**config.mk**
```make
export PLATFORM = sky130hd
export DESIGN_NAME = temp_monitor
export DESIGN_NICKNAME = d
export VERILOG_FILES = /design/src/rtl/temp_monitor.sv
export SDC_FILE = /design/constraint.sdc
export NUM_CORES = 1
export LEC_CHECK = 0
export CORE_MARGIN = 2
export CORE_UTILIZATION = 53
export DETAILED_ROUTE_END_ITERATION = 7
export DONT_BUFFER_PORTS = 1
export GPL_ROUTABILITY_DRIVEN = 0
export PLACE_DENSITY = 0.71
export REMOVE_ABC_BUFFERS = 1
export SLEW_MARGIN = 30
export SYNTH_ARGS = -nofsm -noshare
export SYNTH_HDL_FRONTEND = slang
export SYNTH_SLANG_ARGS = --single-unit
```
**constraint.sdc**
```tcl
create_clock -name clk -period 2.9 [get_ports clk]
set_input_delay 0.29 -clock clk [delete_from_list [all_inputs] [get_ports clk]]
set_output_delay 0.29 -clock clk [all_outputs]
set_load 0.05 [all_outputs]
```
**src/rtl/temp_monitor.sv**
```systemverilog
// Moving-average temperature classifier with hysteresis FSM, alarm pulse and saturating alarm counter.
// Optional max-hold tracker (max_clr / max_temp) is compiled in with TEMP_MONITOR_MAX_HOLD_EN.
module temp_monitor #(
   parameter int AVG_LOG2 = 2,
   parameter int WARN_HI  = 80,
   parameter int ALARM_HI = 100,
   parameter int HYST     = 5
) (
   input  logic       clk,
   input  logic       reset,
   input  logic       tick,
   input  logic [7:0] temp,
   output logic [7:0] avg_temp,
   output logic       avg_valid,
   output logic [1:0] state,
   output logic       alarm,
   output logic       alarm_pulse,
   output logic [7:0] alarm_count
`ifdef TEMP_MONITOR_MAX_HOLD_EN
   ,
   input  logic       max_clr,
   output logic [7:0] max_temp
`endif
);

   localparam int N     = 1 << AVG_LOG2;
   localparam int ACC_W = 8 + AVG_LOG2;

   localparam logic [8:0] WARN_ON   = 9'(WARN_HI);
   localparam logic [8:0] ALARM_ON  = 9'(ALARM_HI);
   localparam logic [8:0] WARN_OFF  = 9'(WARN_HI - HYST);
   localparam logic [8:0] ALARM_OFF = 9'(ALARM_HI - HYST);

   localparam logic [AVG_LOG2-1:0] PTR_ONE  = 1;
   localparam logic [AVG_LOG2:0]   FILL_ONE = 1;
   localparam logic [AVG_LOG2:0]   FILL_N   = N[AVG_LOG2:0];

   typedef enum logic [1:0] {
      ST_NORMAL = 2'b00,
      ST_WARN   = 2'b01,
      ST_ALARM  = 2'b10
   } state_t;

   logic [7:0]          samp_q [N];
   logic [7:0]          samp_d [N];
   logic [ACC_W-1:0]    acc_q, acc_d;
   logic [AVG_LOG2-1:0] wr_ptr_q, wr_ptr_d;
   logic [AVG_LOG2:0]   fill_q, fill_d;
   state_t              state_q, state_d;
   logic                pulse_q, pulse_d;
   logic [7:0]          count_q, count_d;
   logic [8:0]          avg9;
   logic                alarm_entry;

   assign avg_temp    = acc_q[ACC_W-1:AVG_LOG2];
   assign avg_valid   = (fill_q == FILL_N);
   assign state       = state_q;
   assign alarm       = (state_q == ST_ALARM);
   assign alarm_pulse = pulse_q;
   assign alarm_count = count_q;
   assign avg9        = {1'b0, avg_temp};

   // acc always equals the sum of the window, so the subtraction cannot underflow
   always_comb begin
      samp_d   = samp_q;
      acc_d    = acc_q;
      wr_ptr_d = wr_ptr_q;
      fill_d   = fill_q;
      if (tick) begin
         samp_d[wr_ptr_q] = temp;
         acc_d    = acc_q + {{AVG_LOG2{1'b0}}, temp} - {{AVG_LOG2{1'b0}}, samp_q[wr_ptr_q]};
         wr_ptr_d = wr_ptr_q + PTR_ONE;
         if (fill_q != FILL_N) fill_d = fill_q + FILL_ONE;
      end
   end

   always_comb begin
      state_d = state_q;
      if (!avg_valid) begin
         state_d = ST_NORMAL;
      end else begin
         case (state_q)
            ST_NORMAL: begin
               if (avg9 >= ALARM_ON)     state_d = ST_ALARM;
               else if (avg9 >= WARN_ON) state_d = ST_WARN;
            end
            ST_WARN: begin
               if (avg9 >= ALARM_ON)     state_d = ST_ALARM;
               else if (avg9 < WARN_OFF) state_d = ST_NORMAL;
            end
            ST_ALARM: begin
               if (avg9 < WARN_OFF)       state_d = ST_NORMAL;
               else if (avg9 < ALARM_OFF) state_d = ST_WARN;
            end
            default: state_d = ST_NORMAL;
         endcase
      end
   end

   always_comb begin
      alarm_entry = (state_d == ST_ALARM) && (state_q != ST_ALARM);
      pulse_d     = alarm_entry;
      count_d     = count_q;
      if (alarm_entry && (count_q != 8'hFF)) count_d = count_q + 8'd1;
   end

   always_ff @(posedge clk or posedge reset) begin
      if (reset) begin
         for (int i = 0; i < N; i++) samp_q[i] <= '0;
         acc_q    <= '0;
         wr_ptr_q <= '0;
         fill_q   <= '0;
         state_q  <= ST_NORMAL;
         pulse_q  <= 1'b0;
         count_q  <= '0;
      end else begin
         samp_q   <= samp_d;
         acc_q    <= acc_d;
         wr_ptr_q <= wr_ptr_d;
         fill_q   <= fill_d;
         state_q  <= state_d;
         pulse_q  <= pulse_d;
         count_q  <= count_d;
      end
   end

`ifdef TEMP_MONITOR_MAX_HOLD_EN
   logic [7:0] max_q, max_d;

   assign max_temp = max_q;

   // a clear on a sampling edge restarts the peak from that sample
   always_comb begin
      max_d = max_q;
      if (max_clr)                    max_d = tick ? temp : 8'd0;
      else if (tick && (temp > max_q)) max_d = temp;
   end

   always_ff @(posedge clk or posedge reset) begin
      if (reset) max_q <= '0;
      else       max_q <= max_d;
   end
`endif

endmodule
```
==> flow_summary.ini, run 1 <==
[drt]
drt_iter0_drc = 120
vias = 2309
wl_per_cell_um = 15.65
ant_nets = 0
drt-pass1-iter-count = 4
drc = 0
viasPerCell = 5.511
wirelength_um = 6559

[yosys]
synthAdderAreaFrac_pct = 11.74
synth.avg_cell_area_um2 = 10.22
synth_mux_area_share_pct = 9.340
yosys_warnings = 0
ys_seq_area_share_pct = 44.22
synth-simple-area-share_pct = 11.21
syn-cell-area_um2 = 3282
synth_seq_cells = 58
synth_top_family_by_area = compound AO/OA/AOI/OAI gates
synthXorXnorAreaFrac_pct = 3.202
yosysUniqueCellTypes = 41
synth-compound-area-share_pct = 12.58
syn_inst = 321

[cts]
cts_tree = yes
insertion_delay_ns = 0.34
clockBufferDepth = 2
cts.sinks = 58
cts_made_buffers = 9
clockRootBuffer = clkbuf_8
path_clk_slew_ns = 0.07
cts-htree-levels = 3

[finish]
fillers = 458
area_growth_pct = 15.71
drive_above_1_share_pct = 23.26
diodes = 0
final_common_cell = dfrtp_1
fin_area_um2 = 3797
layout_common_cells = dfrtp_1 (57), nand2_1 (41), inv_1 (38), o21ai_0 (33), buf_4 (21)
nNetsFinal = 377

[grt]
track_usage_pct = 19.71
grt_pass1_vias = 2211
grt_max_degree = 32
grt_first_pass_wirelength_um = 9963
overflow = 0
antenna_found_initial = 0

[floorplanning]
coreArea_um2 = 5956
die_h_um = 82.69
die_x_um = 82.69
rows = 28
dieArea_um2 = 6838
initial_utilization_pct = 55.11
ios = 32

[sta]
worst_slew_pin_slew_ns = 0.6527
finalSetupViolations = 0
finalHoldViolations = 0
maxSlewViolCount = 0
finClkSkew_ns = 0.01207
rsz0062_at_grt = true
finalCriticalPeriod_ns = 2.851
fmax_mhz = 350.8
slew_headroom_pct = 56.42
fin_crit_sh_pct = 98.30

[critical_path]
cp_max_fo = 5
r2r-start = wr_ptr_q[0]$_DFFE_PP0P_
r2r_setup_slack_ns = 0.05
startpoint_type = flop
reg2reg_depth = 9
crit_required_ns = 3.12
critPathKind = reg2reg
timing.rr.end = acc_q[8]$_DFFE_PP0P_
worstPathArrival_ns = 3.07
crit_path_end_kind = flop

[worst_hold_path]
hold_depth = 1
hp-class = in2reg
hold_end = wr_ptr_q[0]$_DFFE_PP0P_
min-delay-start = tick

[place]
post-dp-hpwl_um = 4601
placed_cell_area_um2 = 3438
io_buffers = 0

[status]
outcome = finished clean

[flow_run]
cap_violations = 0
Yosys cell counts:
| library cell | number | area [um^2] |
|---|---|---|
| mux2_4 | 2 | 30.03 |
| xnor2_1 | 8 | 70.07 |
| o21ai_0 | 36 | 180.2 |
| a211oi_1 | 2 | 15.01 |
| nand4_2 | 1 | 12.51 |
| a32oi_1 | 1 | 8.760 |
| a31oi_1 | 8 | 50.05 |
| buf_1 | 1 | 3.750 |
| a21o_1 | 2 | 15.01 |
| a2111oi_0 | 1 | 8.760 |
| a21oi_1 | 8 | 40.04 |
| buf_2 | 1 | 5.000 |
| fa_1 | 8 | 160.2 |
| o211ai_1 | 3 | 22.52 |
| o31ai_4 | 1 | 21.27 |
| nor3_1 | 6 | 30.03 |
| nand4_1 | 3 | 18.77 |
| xor2_1 | 4 | 35.03 |
| nand2_1 | 42 | 157.7 |
| nand3_2 | 1 | 10.01 |
| ha_1 | 18 | 225.2 |
| o21a_1 | 2 | 15.01 |
| buf_4 | 8 | 60.06 |
| nand2b_1 | 3 | 18.77 |
| clkbuf_1 | 7 | 26.28 |
| a41oi_1 | 1 | 8.760 |
| mux4_2 | 8 | 180.2 |
| and2_1 | 3 | 18.77 |
| o21bai_1 | 2 | 15.01 |
| o22ai_1 | 2 | 12.51 |
| or3_1 | 1 | 6.260 |
| and2_2 | 1 | 7.510 |
| mux2_2 | 5 | 56.30 |
| nor2b_1 | 3 | 18.77 |
| nand3_1 | 3 | 15.01 |
| and4_1 | 1 | 8.760 |
| mux2i_1 | 4 | 40.04 |
| inv_1 | 42 | 157.7 |
| and3_1 | 3 | 18.77 |
| nor2_1 | 7 | 26.28 |
| dfrtp_1 | 58 | 1451 |
metal layers:
metal / vias up / share of wire, % / track usage (%) / wire (um)
met1: 1133 / 47 / 25.98 / 3068
met3: 6 / 4.0 / 5.435 / 263
met2: 46 / 48 / 31.69 / 3162
met5: - / 0 / 0 / 0
met4: 0 / 0.98 / 6.393 / 64
li1: 1124 / - / - / -
cells by family (layout without fill, tap and decap cells):
group,Yosys count,count (layout)
adders and majority gates,26,26
buffers and inverters,59,82
DFF,58,58
xor gates and xnor gates,12,12
AOI/OAI and AO/OA,69,69
and+or+nand+nor,78,78
muxes,19,19
worst max-delay path: stages (launching register included):
cell	delay [ns]
dfrtp_2	0.43
mux4_2	0.52
fa_1	0.52
inv_2	0.07
fa_2	0.42
a21oi_4	0.19
o211ai_1	0.10
a31oi_1	0.23
xor2_1	0.16
mux2i_1	0.09
state kept, by name, summed over array words and instances (netlist names):
register and flops:
samp_q 32, state 2, wr_ptr_q 2, alarm_pulse 1, alarm_count 8, acc_q 10, fill_q 3
metrics by stage:
step / utilization (%) / setup TNS, ns / worst slack [ns] / hold slack [ns] / cells
final: 63.76 / 0 / 0.04919 / 0.03661 / 419
after global routing: 63.76 / -0.1098 / -0.05755 / 0.02314 / 419
after CTS: 61.16 / 0 / 0.03403 / 0.02968 / 417
after detailed placement: 57.73 / -0.5218 / -0.1686 / 0.2969 / 400
after global placement: 57.73 / -0.1418 / -0.09610 / 0.2903 / 400
after floorplan: - / -0.6930 / -0.2301 / 0.3747 / 304
worst max path at each step:
stage,to,slack [ns],from
6_report,acc_q[8]$_DFFE_PP0P_,0.05,wr_ptr_q[0]$_DFFE_PP0P_
5_1_grt,acc_q[8]$_DFFE_PP0P_,-0.06,wr_ptr_q[0]$_DFFE_PP0P_
4_1_cts,acc_q[8]$_DFFE_PP0P_,0.03,wr_ptr_q[0]$_DFFE_PP0P_
3_5_place_dp,acc_q[8]$_DFFE_PP0P_,-0.17,wr_ptr_q[0]$_DFFE_PP0P_
3_3_place_gp,acc_q[8]$_DFFE_PP0P_,-0.1,wr_ptr_q[0]$_DFFE_PP0P_
2_1_floorplan,acc_q[8]$_DFFE_PP0P_,-0.23,wr_ptr_q[0]$_DFFE_PP0P_
final cells by class:
type                    count  area [um^2]  share of cell area, %
multi-input cells         204         1718                  45.24
flip-flops and latches     58         1453                  38.25
repair buffers             25        205.2                  5.404
inverters                  42        157.7                  4.152
clock buffers              12        155.1                  4.086
well taps                  75        93.84                  2.471
clock inverters             3        15.01                 0.3954
timing repair:
item	CTS	global route
setup endpoints to repair	5	5
gates resized for setup	7	27
pin swaps	2	18
setup buffers	1	2
hold buffers	1	0
hold endpoints to repair	30	0
Power of run 1 is left out: the tool's default activity adds up to more than one toggle a clock period on the data nets, which glitch-free logic cannot reach.
==> inputs of run 2 (changes only) <==
- MAX_ROUTING_LAYER: default -> met4
==> flow_summary.ini, run 2 (synthesis results as in run 1) <==
[critical_path]
reg2reg_depth = 10
cp_max_fo = 5
crit_required_ns = 3.10
timing.rr.end = acc_q[4]$_DFFE_PP0P_
crit_path_end_kind = flop
r2r-start = wr_ptr_q[0]$_DFFE_PP0P_
startpoint_type = flop
worstPathArrival_ns = 3.06
critPathKind = reg2reg
r2r_setup_slack_ns = 0.04

[finish]
area_growth_pct = 15.71
layout_common_cells = dfrtp_1 (57), nand2_1 (41), inv_1 (38), o21ai_0 (33), buf_4 (21)
stdcell_count = 419
drive_above_1_share_pct = 23.26
largest-register = samp_q
largest_reg_flops = 32
final_common_cell = dfrtp_1
diodes = 0
nNetsFinal = 377

[grt]
track_usage_pct = 20.35
grt_first_pass_wirelength_um = 9970
overflow = 0
grt_pass1_vias = 2214
grt_max_degree = 32
antenna_found_initial = 0

[floorplanning]
rows = 28
dieArea_um2 = 6838
ios = 32
die_x_um = 82.69
initial_utilization_pct = 55.11
coreArea_um2 = 5956
die_h_um = 82.69

[drt]
viasPerCell = 5.523
drc = 0
drt_iter0_drc = 130
ant_nets = 0
vias = 2314
wirelength_um = 6518
wl_per_cell_um = 15.56
drt-pass1-iter-count = 4

[cts]
cts.sinks = 58
clockRootBuffer = clkbuf_8
clockBufferDepth = 2
path_clk_slew_ns = 0.07
cts_made_buffers = 9
insertion_delay_ns = 0.34
cts-htree-levels = 3
cts_tree = yes

[sta]
setup_tns_ns = 0
finalHoldViolations = 0
slew_headroom_pct = 56.61
finalSetupViolations = 0
finalCriticalPeriod_ns = 2.857
worst_slew_pin_slew_ns = 0.6499
rsz0062_at_grt = true
maxSlewViolCount = 0
fmax_mhz = 350.0
finClkSkew_ns = 0.01174
fin_crit_sh_pct = 98.53

[place]
post-dp-hpwl_um = 4601
io_buffers = 0
place_inst = 400

[worst_hold_path]
hold_end = wr_ptr_q[0]$_DFFE_PP0P_
hold_depth = 1
hp-class = in2reg
min-delay-start = tick

[flow_run]
cap_violations = 0

[status]
outcome = finished clean
==> run 2: cell counts in the layout (fill, tap and decap cells not counted) <==
Identical to the previous run, type by type.
==> run 2: worst max path at each step <==
stage / startpoint / end / slack (ns) / depth (start not counted)
after floorplan: wr_ptr_q[0]$_DFFE_PP0P_ / acc_q[8]$_DFFE_PP0P_ / -0.23 / 9
after global placement: wr_ptr_q[0]$_DFFE_PP0P_ / acc_q[8]$_DFFE_PP0P_ / -0.1 / 11
after detailed placement: wr_ptr_q[0]$_DFFE_PP0P_ / acc_q[8]$_DFFE_PP0P_ / -0.17 / 11
after CTS: wr_ptr_q[0]$_DFFE_PP0P_ / acc_q[8]$_DFFE_PP0P_ / 0.03 / 11
after global routing: wr_ptr_q[0]$_DFFE_PP0P_ / acc_q[8]$_DFFE_PP0P_ / -0.06 / 9
final: wr_ptr_q[0]$_DFFE_PP0P_ / acc_q[4]$_DFFE_PP0P_ / 0.04 / 10
==> run 2: what timing repair did <==
action,in CTS,in global routing
hold buffers,1,0
hold endpoints to repair,30,0
resized for setup,7,27
pin swaps,2,18
setup endpoints to repair,5,5
buffers inserted,1,2
==> run 2: area by class of cell <==
cell class                 instances  area (um^2)
inverter                          42        157.7
clock inverter                     3        15.01
tap                               75        93.84
fill                             458         2158
sequential                        58         1453
timing repair buffer              25        205.2
multi-input combinational        204         1718
clock buffer                      12        155.1
==> run 2: critical path, cell delays in order, from the launching register on <==
cell	delay, ns
dfrtp_2	0.43
mux4_2	0.52
fa_1	0.52
inv_2	0.07
fa_2	0.42
a21oi_4	0.19
buf_4	0.13
buf_4	0.10
nor2b_1	0.04
nor3_1	0.17
o22ai_1	0.11
==> run 2: routing by layer <==
metal / share of wire [%] / global-route usage (%) / up-vias / wire (um)
met4: 1.6 / 8.361 / 0 / 106
li1: - / - / 1124 / -
met1: 47 / 25.98 / 1131 / 3044
met2: 48 / 31.69 / 49 / 3123
met5: 0 / - / - / 0
met3: 3.7 / 4.457 / 10 / 243
==> run 2: per-stage QoR <==
stage | util, % | setup slack [ns] | hold slack, ns | cell area (um^2)
floorplan | - | -0.2301 | 0.3747 | 3187
global placement | 57.73 | -0.09610 | 0.2903 | 3438
detailed placement | 57.73 | -0.1686 | 0.2969 | 3438
CTS | 61.16 | 0.03403 | 0.02968 | 3642
global route | 63.76 | -0.05779 | 0.02371 | 3797
finish | 63.76 | 0.04261 | 0.03716 | 3797
Power of run 2 is left out for the same reason.
